### src/rtl/aes_round_ctrl.sv
// Round sequencer for the AES cipher datapath: initial AddRoundKey, NUM_ROUNDS-1 full rounds,
// one final round without MixColumns, then a held done handshake.
module aes_round_ctrl #(
  parameter int NUM_ROUNDS = 10,
  parameter int CNT_SIZE   = 4
) (
  input  logic                clk,
  input  logic                rst,
  input  logic                i_start_valid,
  output logic                o_start_ready,
  input  logic                i_abort,
  input  logic                i_stall,
  output logic                o_init_load,
  output logic                o_round_en,
  output logic                o_key_en,
  output logic                o_last_round,
  output logic [CNT_SIZE-1:0] o_round_idx,
  output logic                o_busy,
  output logic                o_done_valid,
  input  logic                i_done_ready
);

  if (!(NUM_ROUNDS == 10 || NUM_ROUNDS == 12 || NUM_ROUNDS == 14)) begin : g_bad_rounds
    $error("aes_round_ctrl: NUM_ROUNDS must be 10, 12 or 14");
  end

  if ((2 ** CNT_SIZE) <= NUM_ROUNDS) begin : g_bad_cnt_size
    $error("aes_round_ctrl: CNT_SIZE too narrow to hold NUM_ROUNDS");
  end

  localparam logic [CNT_SIZE-1:0] LAST_FULL_IDX = CNT_SIZE'(NUM_ROUNDS - 1);
  localparam logic [CNT_SIZE-1:0] FINAL_IDX     = CNT_SIZE'(NUM_ROUNDS);
  localparam logic [CNT_SIZE-1:0] IDX_ONE       = CNT_SIZE'(1);

  typedef enum logic [2:0] {
    S_IDLE,
    S_INIT,
    S_ROUND,
    S_FINAL,
    S_DONE
  } state_t;

  state_t              state_q, state_d;
  logic [CNT_SIZE-1:0] idx_q, idx_d;

  always_ff @(posedge clk) begin
    if (rst) begin
      state_q <= S_IDLE;
      idx_q   <= '0;
    end else begin
      state_q <= state_d;
      idx_q   <= idx_d;
    end
  end

  // Abort outranks stall, and stall outranks every forward step.
  always_comb begin
    state_d = state_q;
    idx_d   = idx_q;
    if (i_abort && state_q != S_IDLE) begin
      state_d = S_IDLE;
      idx_d   = '0;
    end else begin
      case (state_q)
        S_IDLE: begin
          if (i_start_valid) begin
            state_d = S_INIT;
            idx_d   = '0;
          end
        end
        S_INIT: begin
          if (!i_stall) begin
            state_d = S_ROUND;
            idx_d   = IDX_ONE;
          end
        end
        S_ROUND: begin
          if (!i_stall) begin
            if (idx_q == LAST_FULL_IDX) begin
              state_d = S_FINAL;
              idx_d   = FINAL_IDX;
            end else begin
              idx_d = idx_q + IDX_ONE;
            end
          end
        end
        S_FINAL: begin
          if (!i_stall) begin
            state_d = S_DONE;
            idx_d   = FINAL_IDX;
          end
        end
        S_DONE: begin
          if (i_done_ready) begin
            state_d = S_IDLE;
            idx_d   = '0;
          end
        end
        default: begin
          state_d = S_IDLE;
          idx_d   = '0;
        end
      endcase
    end
  end

  // Strobes are gated by the stall so each round index fires exactly once.
  always_comb begin
    o_start_ready = 1'b0;
    o_init_load   = 1'b0;
    o_round_en    = 1'b0;
    o_key_en      = 1'b0;
    o_last_round  = 1'b0;
    o_busy        = 1'b0;
    o_done_valid  = 1'b0;
    o_round_idx   = idx_q;
    case (state_q)
      S_IDLE: o_start_ready = 1'b1;
      S_INIT: begin
        o_init_load = !i_stall;
        o_busy      = 1'b1;
      end
      S_ROUND: begin
        o_round_en = !i_stall;
        o_key_en   = !i_stall;
        o_busy     = 1'b1;
      end
      S_FINAL: begin
        o_round_en   = !i_stall;
        o_key_en     = !i_stall;
        o_last_round = 1'b1;
        o_busy       = 1'b1;
      end
      S_DONE: o_done_valid = 1'b1;
      default: o_start_ready = 1'b0;
    endcase
  end

endmodule

### config.mk
export PLATFORM = sky130hd
export DESIGN_NAME = aes_round_ctrl
export DESIGN_NICKNAME = d
export VERILOG_FILES = /design/src/rtl/aes_round_ctrl.sv
export SDC_FILE = /design/constraint.sdc
export NUM_CORES = 1
export LEC_CHECK = 0
export ABC_AREA = 1
export CORE_AREA = 2 2 39 41
export CTS_CLUSTER_DIAMETER = 60
export CTS_CLUSTER_SIZE = 16
export DETAILED_ROUTE_END_ITERATION = 10
export DIE_AREA = 0 0 41 43
export PLACE_DENSITY = 0.68
export SLEW_MARGIN = 10
export SYNTH_ARGS = -nofsm -noshare
export SYNTH_HDL_FRONTEND = slang
export SYNTH_SLANG_ARGS = --single-unit
### constraint.sdc
create_clock -name clk -period 1.45 [get_ports clk]
set_input_delay 0.29 -clock clk [delete_from_list [all_inputs] [get_ports clk]]
set_output_delay 0.29 -clock clk [all_outputs]
set_load 0.05 [all_outputs]
Word level (Yosys, flattened, before mapping)
Cells that the tools add are included.

operators by class
  add/sub/neg operators = 1
  equal/unequal tests = 11
  multiplexer cells = 20
  reduce and logical (&&, ||, !) cells = 9

operator list
  operator             count
  $mux 4               6
  $pmux 4 s5           1
  $mux 3               6
  $pmux 3 s5           1
  $ne 2x2->1 const B   6
  $eq 3x2->1 const B   2
  $mux 1               6
  $reduce_and 6->1     1
  $reduce_and 5->1     1
  $add 4x1->4 const B  1
  $eq 4x4->1 const B   1
  $reduce_or 2->1      2
  $eq 3x1->1 const B   1
  $eq 3x3->1 const B   1
  $logic_not 3->1      1
  $reduce_bool 3->1    1
  $reduce_or 3->1      1
  $logic_and 1x1->1    1
  $logic_not 1->1      1

word-level totals
  register bits after elaboration = 7
  input port bits = 6
  output and inout port bits = 11
  logic and storage cells = 43

Logic depth before layout (Yosys ltp)
Gate-level depths: netlist of run 1.

  word-level depth = 4
  mapped depth = 8
  mapped depth without buffers = 8

Worst setup path before layout of run 1
Ideal clock, no wire load.

  path type = reg2out
  from = register state_q[1]
  to = output port o_round_en
  arrival time = 2019 ps
  required time = 1160 ps
  setup slack = -859 ps
  stages on the path, launching flop included = 4
  path buffers = 1
  cells stage by stage = dfxtp_1 > inv_2 > nor3_1 > buf_4

on the way
  longest elaborated chain between the ends = 3
  elaborated cells between the ends (all ways) = 4
  classes of those cells = 2 x eq/ne; 1 x mux; 1 x reduce/logical

ends and longest elaborated chain
  item                                line  RTL
  start, declared                     43    state_t state_q, state_d;
  start signal, assigned              51    state_q <= state_d;
  $eq 3x2->1                          --
  $reduce_or 2->1 (no source line) *  --
  $mux 1 *                            --
  end, declared                       14    output logic o_round_en,

Mark *: on every way between the ends. The rest lies on a longest branch, timed or not.

Final worst setup path of run 1
  from = register state_q[2]
  to = output port o_start_ready

on the way
  longest elaborated chain between the ends = 2

ends and longest elaborated chain
  item             line  RTL
  $logic_not 3->1  117   case (state_q)
  $mux 1           117
  end, declared    10    output logic o_start_ready,

Every way passes these cells.

==> metrics, run 1 <==
status=finished, final reports clean; worst-path fanout max=6; Required @ worst endpoint=1.16 ns; area of the die=1763 um^2; max layer used=met4; cells along the critical path=nor2_2 > nand2_2 > inv_1 > buf_12; CTS tree=done; top cells by count, synth=nand2_1 (19), nor2_1 (11), dfxtp_1 (7), inv_1 (7), nand3_1 (7); Hold WC Path Type=reg -> reg; minimum clock period=1.425 ns; synthesized flop and latch total=7; synth top area cells=dfxtp_1 (28%), nand2_1 (14%), nor2_1 (8.3%); Final TNS setup=0 ns; Worst-path clk slew=0.05 ns; final setup fails=0; final worst path period share=98.28%; DP Wirelength=1021 um; CTS H-tree lvls=1; CTS buffer count=3; asr flop ratio synth=0%; PortBufs=16; main combinational cell family by area after synthesis=simple AND/OR/NAND/NOR gates; Core Util, Final=62.21%; syn_nets=85; Via density=4.730; Worst IR Drop VDD=0.001365 V; DRT iter0 DRCs=14; DR pass1 iterations=4; buffer and inverter count on the worst path=2; CP endpoint kind=output port; Placeable Area=1384 um^2; total number of vias=544; unrepaired setup endpoints after global routing=yes; Yosys top cell by area=dfxtp_1; Critical Path AT=1.14 ns; skew final=0.003749 ns; count leader, synth=nand2_1; GPL Wtd Cong=0.8655; WL met2=595 um; post-synthesis instance total=77; routed wl met3=36 um; fillers=125; Setup CP Type=reg -> out; CTS sink cnt=7; Avg Synthesized Cell Area=6.451 um^2; Routed met1 length=567 um; Max-Cap Viols=0; slowest CP cell=dfxtp_4; sequential fraction of the synthesis area=28.21%; number of library cell types mapped by synthesis=20; Root Driver=clkbuf_4; Synth Flop Type=dfxtp_1; Peak Freq=701.7 MHz; compound-gate portion of the synthesized area=12.09%; EDFF count, synth=0; antenna viol nets, final=0; worst-skew pair later-pin latency=0.24 ns; relative max-transition margin=81.12%; first-pass GRT wire length=1932 um; Yosys Warn Count=0; nets=108; Die X=41 um; Initial Util=35.90%; mux contribution to synthesized area=0%; drt wl/cell=10.67 um; Die Y=43 um; CP top delay family=flip-flops; Layout area overhead=73.30%; Leak Pwr=0.3791 nW; adder-cell area share of the yosys netlist=5.038%; Power Dens Cells=2184 nW/um^2; top cell type's share of synthesized area=28.21%; diodes inserted=0; Mapped Area=496.7 um^2; Routed WL=1227 um; Max Transition Viols Final=0; clk buf depth=2; GRT overflow=0; ratio of cells with drive above 1 in the final layout=38.38%; initial antenna violation count=0; worst stage delay on the critical path=0.38 ns; largest net degree at the start of global routing=8; cell row count=14; GRT Resource Usage Total=15.96%; CP startpoint kind=register; number of global-route vias before repair=498; IO Pins=17; worst slew pin tran=0.2822 ns; simple-gate share of the synthesized area=44.08%; xor/xnor cell area share of the yosys netlist=0%; # DRC=0; final hold vios=0
-- layout by cell type, fill, tap and decap left out, types with 2 or more instances in the layout --
master	instances
nand2_1	19
buf_4	3
o21ai_1	2
dfxtp_4	2
clkbuf_4	3
inv_4	2
clkdlybuf4s50_1	4
inv_2	3
nor2_1	8
dfxtp_2	2
dfxtp_1	3
nand3_2	2
nor2_2	4
a21oi_1	4
buf_12	11
nand3b_1	2
ha_1	2
inv_1	7
nand3_1	7
-- final cells by class --
class                   instances  area, um^2  area share, %
inverters                      12       50.05          5.814
multi-input cells              57       322.8          37.50
well taps                      16       20.02          2.326
flip-flops and latches          7       150.1          17.44
repair buffers                 19       291.5          33.87
clock buffers                   4       26.28          3.052
-- through the flow --
stage / instance area, um^2 / hold slack, ns / instances / worst slack, ns / total power, mW
after floorplan: 518.0 / 0.4387 / 77 / -0.05831 / 1.137
after global placement: 812.0 / 0.4984 / 110 / -0.06458 / 1.639
after detailed placement: 812.0 / 0.5030 / 110 / -0.1003 / 1.666
after CTS: 855.8 / 0.5138 / 115 / -0.01902 / 1.879
after global routing: 860.8 / 0.5266 / 115 / -0.03528 / 1.990
final: 860.8 / 0.5094 / 115 / 0.02490 / 1.880
-- tightest hold or removal path, delay by kind of cell, from the launching register on --
| kind | cells | cell delay [ns] |
|---|---|---|
| flops | 1 | 0.35 |
| compound gates | 1 | 0.05 |
| simple gates | 1 | 0.07 |
-- power breakdown --
part | internal [mW] | switching [mW]
registers | 0.261 | 0.109
clock network | 0.104 | 0.0626
logic | 0.552 | 0.791
total | 0.917 | 0.963
-- what timing repair did --
action,CTS,global route
setup buffers,1,0
pin swaps,2,1
setup endpoints to repair,7,5
gates resized for setup,6,2
hold buffers,0,0
-- per-layer routing --
layer | GRT usage (%) | up-vias
met2 | 24.06 | 13
met5 | 0 | -
met3 | 2.094 | 4
li1 | - | 291
met4 | 10.00 | 0
met1 | 20.33 | 236
-- path summary, 6_finish.rpt --
| kind | from | end | slack (ns) | cells after the start |
|---|---|---|---|---|
| setup / recovery | state_q[2] | o_start_ready | 0.02 | 4 |
| hold / removal | o_round_idx[1] | o_round_idx[1] | 0.51 | 2 |
| setup reg to reg | o_round_idx[0] | state_q[2] | 0.24 | 7 |
| hold reg to reg | o_round_idx[1] | o_round_idx[1] | 0.51 | 2 |
-- cells by family (layout without fill, tap and decap cells) --
family | after synthesis | in the layout
AOI/OAI and AO/OA | 9 | 9
adders and majority gates | 2 | 2
buffers and inverters | 13 | 35
DFF | 7 | 7
and+or+nand+nor | 46 | 46
-- flip-flops by register name, indices dropped and copies added, names as in the netlist --
| name | flops |
|---|---|
| o_round_idx | 4 |
| state_q | 3 |
Note: power is estimated with default switching activity, not from simulation.
==> run 2, diff against run 1 <==
TNS_END_PERCENT = 30   (was default)
==> metrics, run 2 (same netlist as run 1, synthesis figures left out) <==
Die X=41 um (unchanged); DR pass1 iterations=4 (unchanged); Required @ worst endpoint=1.16 ns (about the same); Via density=4.735 (about the same); Cells after DPL=110 (unchanged); Max Transition Viols Final=0 (unchanged); antenna viol nets, final=0 (unchanged); Reg2Reg Launch Point=o_round_idx[1]; Placeable Area=1384 um^2 (unchanged); most frequent cells in the layout=nand2_1 (19), buf_12 (11), nor2_1 (8); Worst IR Drop VDD=0.001301 V (-4.7%); Die Y=43 um (unchanged); Setup CP Type=reg -> out; hold endpoint=state_q[1]; worst-path fanout max=5 (-1); Routed WL=1224 um (-0.24%); minimum clock period=1.458 ns (+0.03323 ns); initial antenna violation count=0 (unchanged); Post-DP Area=807.0 um^2 (-0.62%); DRT iter0 DRCs=9 (-5); final setup fails=2 (+2); worst stage delay on the critical path=0.38 ns (about the same); Leak Pwr=0.3935 nW (+3.8%); final hold vios=0 (unchanged); setup slack at placement=-0.06794 ns (+0.03233 ns); GPL Wtd Cong=0.7906 (-8.7%); buffer and inverter count on the worst path=2 (unchanged); hold buffers post-CTS=0 (unchanged); Setup crit start=state_q[1]; Initial Util=35.90% (unchanged); commonest non-fill, non-tap cell in the layout=nand2_1; Finished Layout Cells=117 (+1.7%); max reg flops=4 (unchanged); worst-skew pair later-pin latency=0.26 ns (+0.02 ns); Worst R2R End=state_q[2]; GRT overflow=0 (unchanged); Worst Hold Launch=state_q[1]; Worst-path clk slew=0.06 ns (about the same); register area=150.1 um^2 (unchanged); status=complete, but fails checks; reg2reg setup slack=0.14 ns (-0.10 ns); final instance area=893.4 um^2 (+3.8%); worst slew pin tran=0.2891 ns (+0.006881 ns); fillers=106 (-15%); Final TNS setup=-0.01622 ns (-0.01622 ns); Core Util, Final=64.56% (+2.4 points); multi-input logic area=337.8 um^2 (+4.7%); CTS buffer count=3 (unchanged); largest net degree at the start of global routing=8 (unchanged); first-pass GRT wire length=1952 um (+1.0%); PortBufs=16 (unchanged); CP Depth=3 (-1); CP top delay family=flip-flops; failing checks=negative setup slack; area of the die=1763 um^2 (unchanged); unrepaired setup endpoints after global routing=yes; cell row count=14 (unchanged); CP startpoint kind=register; Peak Freq=685.7 MHz (-2.3%); Max-Cap Viols=0 (unchanged); diodes inserted=0 (unchanged); cells along the critical path=inv_6 > nor3_4 > buf_12; CTS tree=done; GRT Resource Usage Total=17.02% (+1.1 points); DP Wirelength=973.3 um (-4.6%); CTS sink cnt=7 (unchanged); setup ws final=-0.008335 ns (-0.03323 ns); Hold WC Path Type=reg -> reg; Power Dens Cells=2228 nW/um^2 (+2.0%); final worst path period share=100.6% (+2.3 points); # DRC=0 (unchanged); relative max-transition margin=80.66% (-0.46 points); cells on worst reg2reg path=8 (+1); CTS H-tree lvls=1 (unchanged); skew final=0.01209 ns (+0.008338 ns); nets=110 (+1.9%); IO Pins=17 (unchanged); total number of vias=554 (+1.8%); clk buf depth=2 (unchanged); CP endpoint kind=output port; Root Driver=clkbuf_4; ratio of cells with drive above 1 in the final layout=41.58% (+3.2 points); drt wl/cell=10.46 um (-1.9%); Design Power=1.990 mW (+5.8%); Layout area overhead=79.85%; number of global-route vias before repair=501 (+0.60%); Critical Path AT=1.17 ns (+0.03 ns); worst hold slack=0.5349 ns (+0.02548 ns); slowest CP cell=dfxtp_4; WHS Path Cells=2 (unchanged)
-- run 2: tightest hold or removal path, delay by kind of cell, from the launching register on --
family | cells | cell delay [ns]
flops | 1 | 0.37
simple gates | 2 | 0.13
-- run 2: power by group --
group / internal (mW) / switching (mW)
Clock: 0.106 / 0.0810
Sequential: 0.263 / 0.115
Combinational: 0.601 / 0.824
Total: 0.970 / 1.02
-- run 2: metal layers --
layer	track usage [%]	vias up	share of wire [%]
li1	-	295	-
met1	18.83	242	43
met2	24.69	13	52
met3	6.283	4	2.8
met4	13.33	0	1.6
met5	0	-	0
-- run 2: cell type report --
cell class                      count  area share [%]
Clock buffer                        4           2.941
Inverter                           12           5.882
Multi-Input combinational cell     57           37.82
Sequential cell                     7           16.81
Tap cell                           16           2.241
Timing Repair Buffer               21           34.31
-- run 2: worst max path at each step --
stage | slack, ns | to
floorplan | -0.06 | state_q[1]
global placement | -0.06 | state_q[0]
detailed placement | -0.07 | o_round_idx[0]
CTS | -0.02 | o_init_load
global route | -0.06 | o_round_en
finish | -0.008 | o_key_en
-- run 2: repair_timing --
action / CTS / global route
endpoints found under the setup margin: 7 / 8
setup buffers: 0 / 3
resized for setup: 5 / 11
pin swaps: 1 / 2
==> run 3, diff against run 2 <==
HOLD_SLACK_MARGIN = 0.12   (was default)
SETUP_SLACK_MARGIN = 0.05   (was default)
==> metrics, run 3 (same netlist as run 1, synthesis figures left out) <==
unrepaired setup endpoints after global routing=yes; Peak Freq=683.9 MHz (-0.27%); DR pass1 iterations=4 (unchanged); final hold vios=0 (unchanged); first-pass GRT wire length=2001 um (+2.5%); CTS buffer count=3 (unchanged); worst hold slack=0.5142 ns (-0.02062 ns); Max-Cap Viols=0 (unchanged); final setup fails=2 (unchanged); NetSw=1.037 mW (+1.6%); Die Y=43 um (unchanged); Via density=4.786 (+1.1%); GPL Wtd Cong=0.7906 (unchanged); GR Util met1=18.51% (-0.32 points); final instance area=899.6 um^2 (+0.70%); area of the die=1763 um^2 (unchanged); Reg power frac=18.8% (-0.2 points); most frequent cells in the layout=nand2_1 (19), buf_12 (11), nor2_1 (8); setup slack at placement=-0.06794 ns (unchanged); Hold WC Path Type=reg -> reg; max reg flops=4 (unchanged); commonest non-fill, non-tap cell in the layout=nand2_1; ratio of cells with drive above 1 in the final layout=43.56% (+2.0 points); Post-DP Area=807.0 um^2 (unchanged); status=complete, but fails checks; Critical Path AT=1.17 ns (about the same); Max Transition Viols Final=0 (unchanged); initial antenna violation count=0 (unchanged); GRT Resource Usage Total=17.42% (+0.40 points); relative max-transition margin=80.66% (about the same); failing checks=negative setup slack; # DRC=0 (unchanged); diodes inserted=0 (unchanged); Layout area overhead=81.11%; met3 Track Usage GR=6.806% (+0.52 points); met2 Usage GRT=25.62% (+0.94 points); drt wl/cell=10.76 um (+2.9%); antenna viol nets, final=0 (unchanged); Routed WL=1259 um (+2.9%); Final TNS setup=-0.02405 ns (-0.007825 ns); CTS sink cnt=7 (unchanged); Worst-path clk slew=0.06 ns (about the same); CTS H-tree lvls=1 (unchanged); largest net degree at the start of global routing=8 (unchanged); clk buf depth=2 (unchanged); GRT overflow=0 (unchanged); nets=110 (unchanged); final worst path period share=100.8% (+0.27 points); Power Dens Cells=2242 nW/um^2 (+0.63%); Placeable Area=1384 um^2 (unchanged); PortBufs=16 (unchanged); CP startpoint kind=register; skew final=0.01283 ns (+0.0007463 ns); Worst IR Drop VDD=0.001311 V (+0.81%); global route hottest layer=met2; Int Pwr=0.9798 mW (+1.0%); part of the power in the clock network=9.3% (about the same); worst-path fanout max=5 (unchanged); CP endpoint kind=output port; total number of vias=560 (+1.1%); minimum clock period=1.462 ns (+0.003918 ns); number of global-route vias before repair=514 (+2.6%); IO Pins=17 (unchanged); CTS tree=done; Logic pwr share=71.9% (+0.3 points); Initial Util=35.90% (unchanged); setup ws final=-0.01225 ns (-0.003918 ns); worst-skew pair later-pin latency=0.26 ns (about the same); Core Util, Final=65.01% (+0.45 points); Die X=41 um (unchanged); worst slew pin tran=0.2891 ns (+0.00004196 ns); Required @ worst endpoint=1.16 ns (about the same); DRT iter0 DRCs=16 (+7); DP Wirelength=973.3 um (unchanged); cell row count=14 (unchanged); Setup CP Type=reg -> out; Root Driver=clkbuf_4; Leak Pwr=0.3932 nW (about the same); sw frac=51.41% (+0.14 points)
[run 3: final timing paths]
| kind | from | to | slack (ns) | cells after the start |
|---|---|---|---|---|
| setup / recovery | state_q[1] | o_key_en | -0.01 | 3 |
| hold / removal | o_round_idx[1] | o_round_idx[1] | 0.51 | 2 |
| setup reg to reg | o_round_idx[0] | state_q[2] | 0.17 | 7 |
| hold reg to reg | o_round_idx[1] | o_round_idx[1] | 0.51 | 2 |
[run 3: repair_timing]
action,CTS,global route
setup buffers,0,3
pin swaps,2,3
hold buffers,0,0
gates resized for setup,10,9
endpoints found under the setup margin,7,9
[run 3: metrics by stage]
| step | power [mW] | instances |
|---|---|---|
| 6_report | 2.017 | 117 |
| 5_1_grt | 2.133 | 117 |
| 4_1_cts | 1.909 | 114 |
| 3_5_place_dp | 1.665 | 110 |
| 3_3_place_gp | 1.637 | 110 |
| 2_1_floorplan | 1.131 | 77 |
[run 3: worst max-delay path, cell delays in order (launching register included)]
cell	delay, ns
dfxtp_4	0.38
inv_6	0.05
nor3_4	0.30
buf_12	0.18
[run 3: cell type report]
type / count / area [um^2]
fillers: 104 / 484.2
multi-input cells: 57 / 342.8
repair buffers: 21 / 306.5
flip-flops and latches: 7 / 151.4
inverters: 12 / 52.55
clock buffers: 4 / 26.28
well taps: 16 / 20.02
[run 3: metal layers]
layer,up-vias,part of all wire (%)
li1,295,-
met1,245,43
met2,16,51
met3,4,3.9
met4,0,2.1
met5,-,0
[run 3: power groups by stage]
stage                     clock, mW  combinational, mW  sequential (mW)
after floorplan                   0              0.776            0.354
after global placement            0               1.30            0.337
after detailed placement          0               1.33            0.338
after CTS                     0.187               1.36            0.361
after global routing          0.209               1.54            0.389
final                         0.188               1.45            0.379
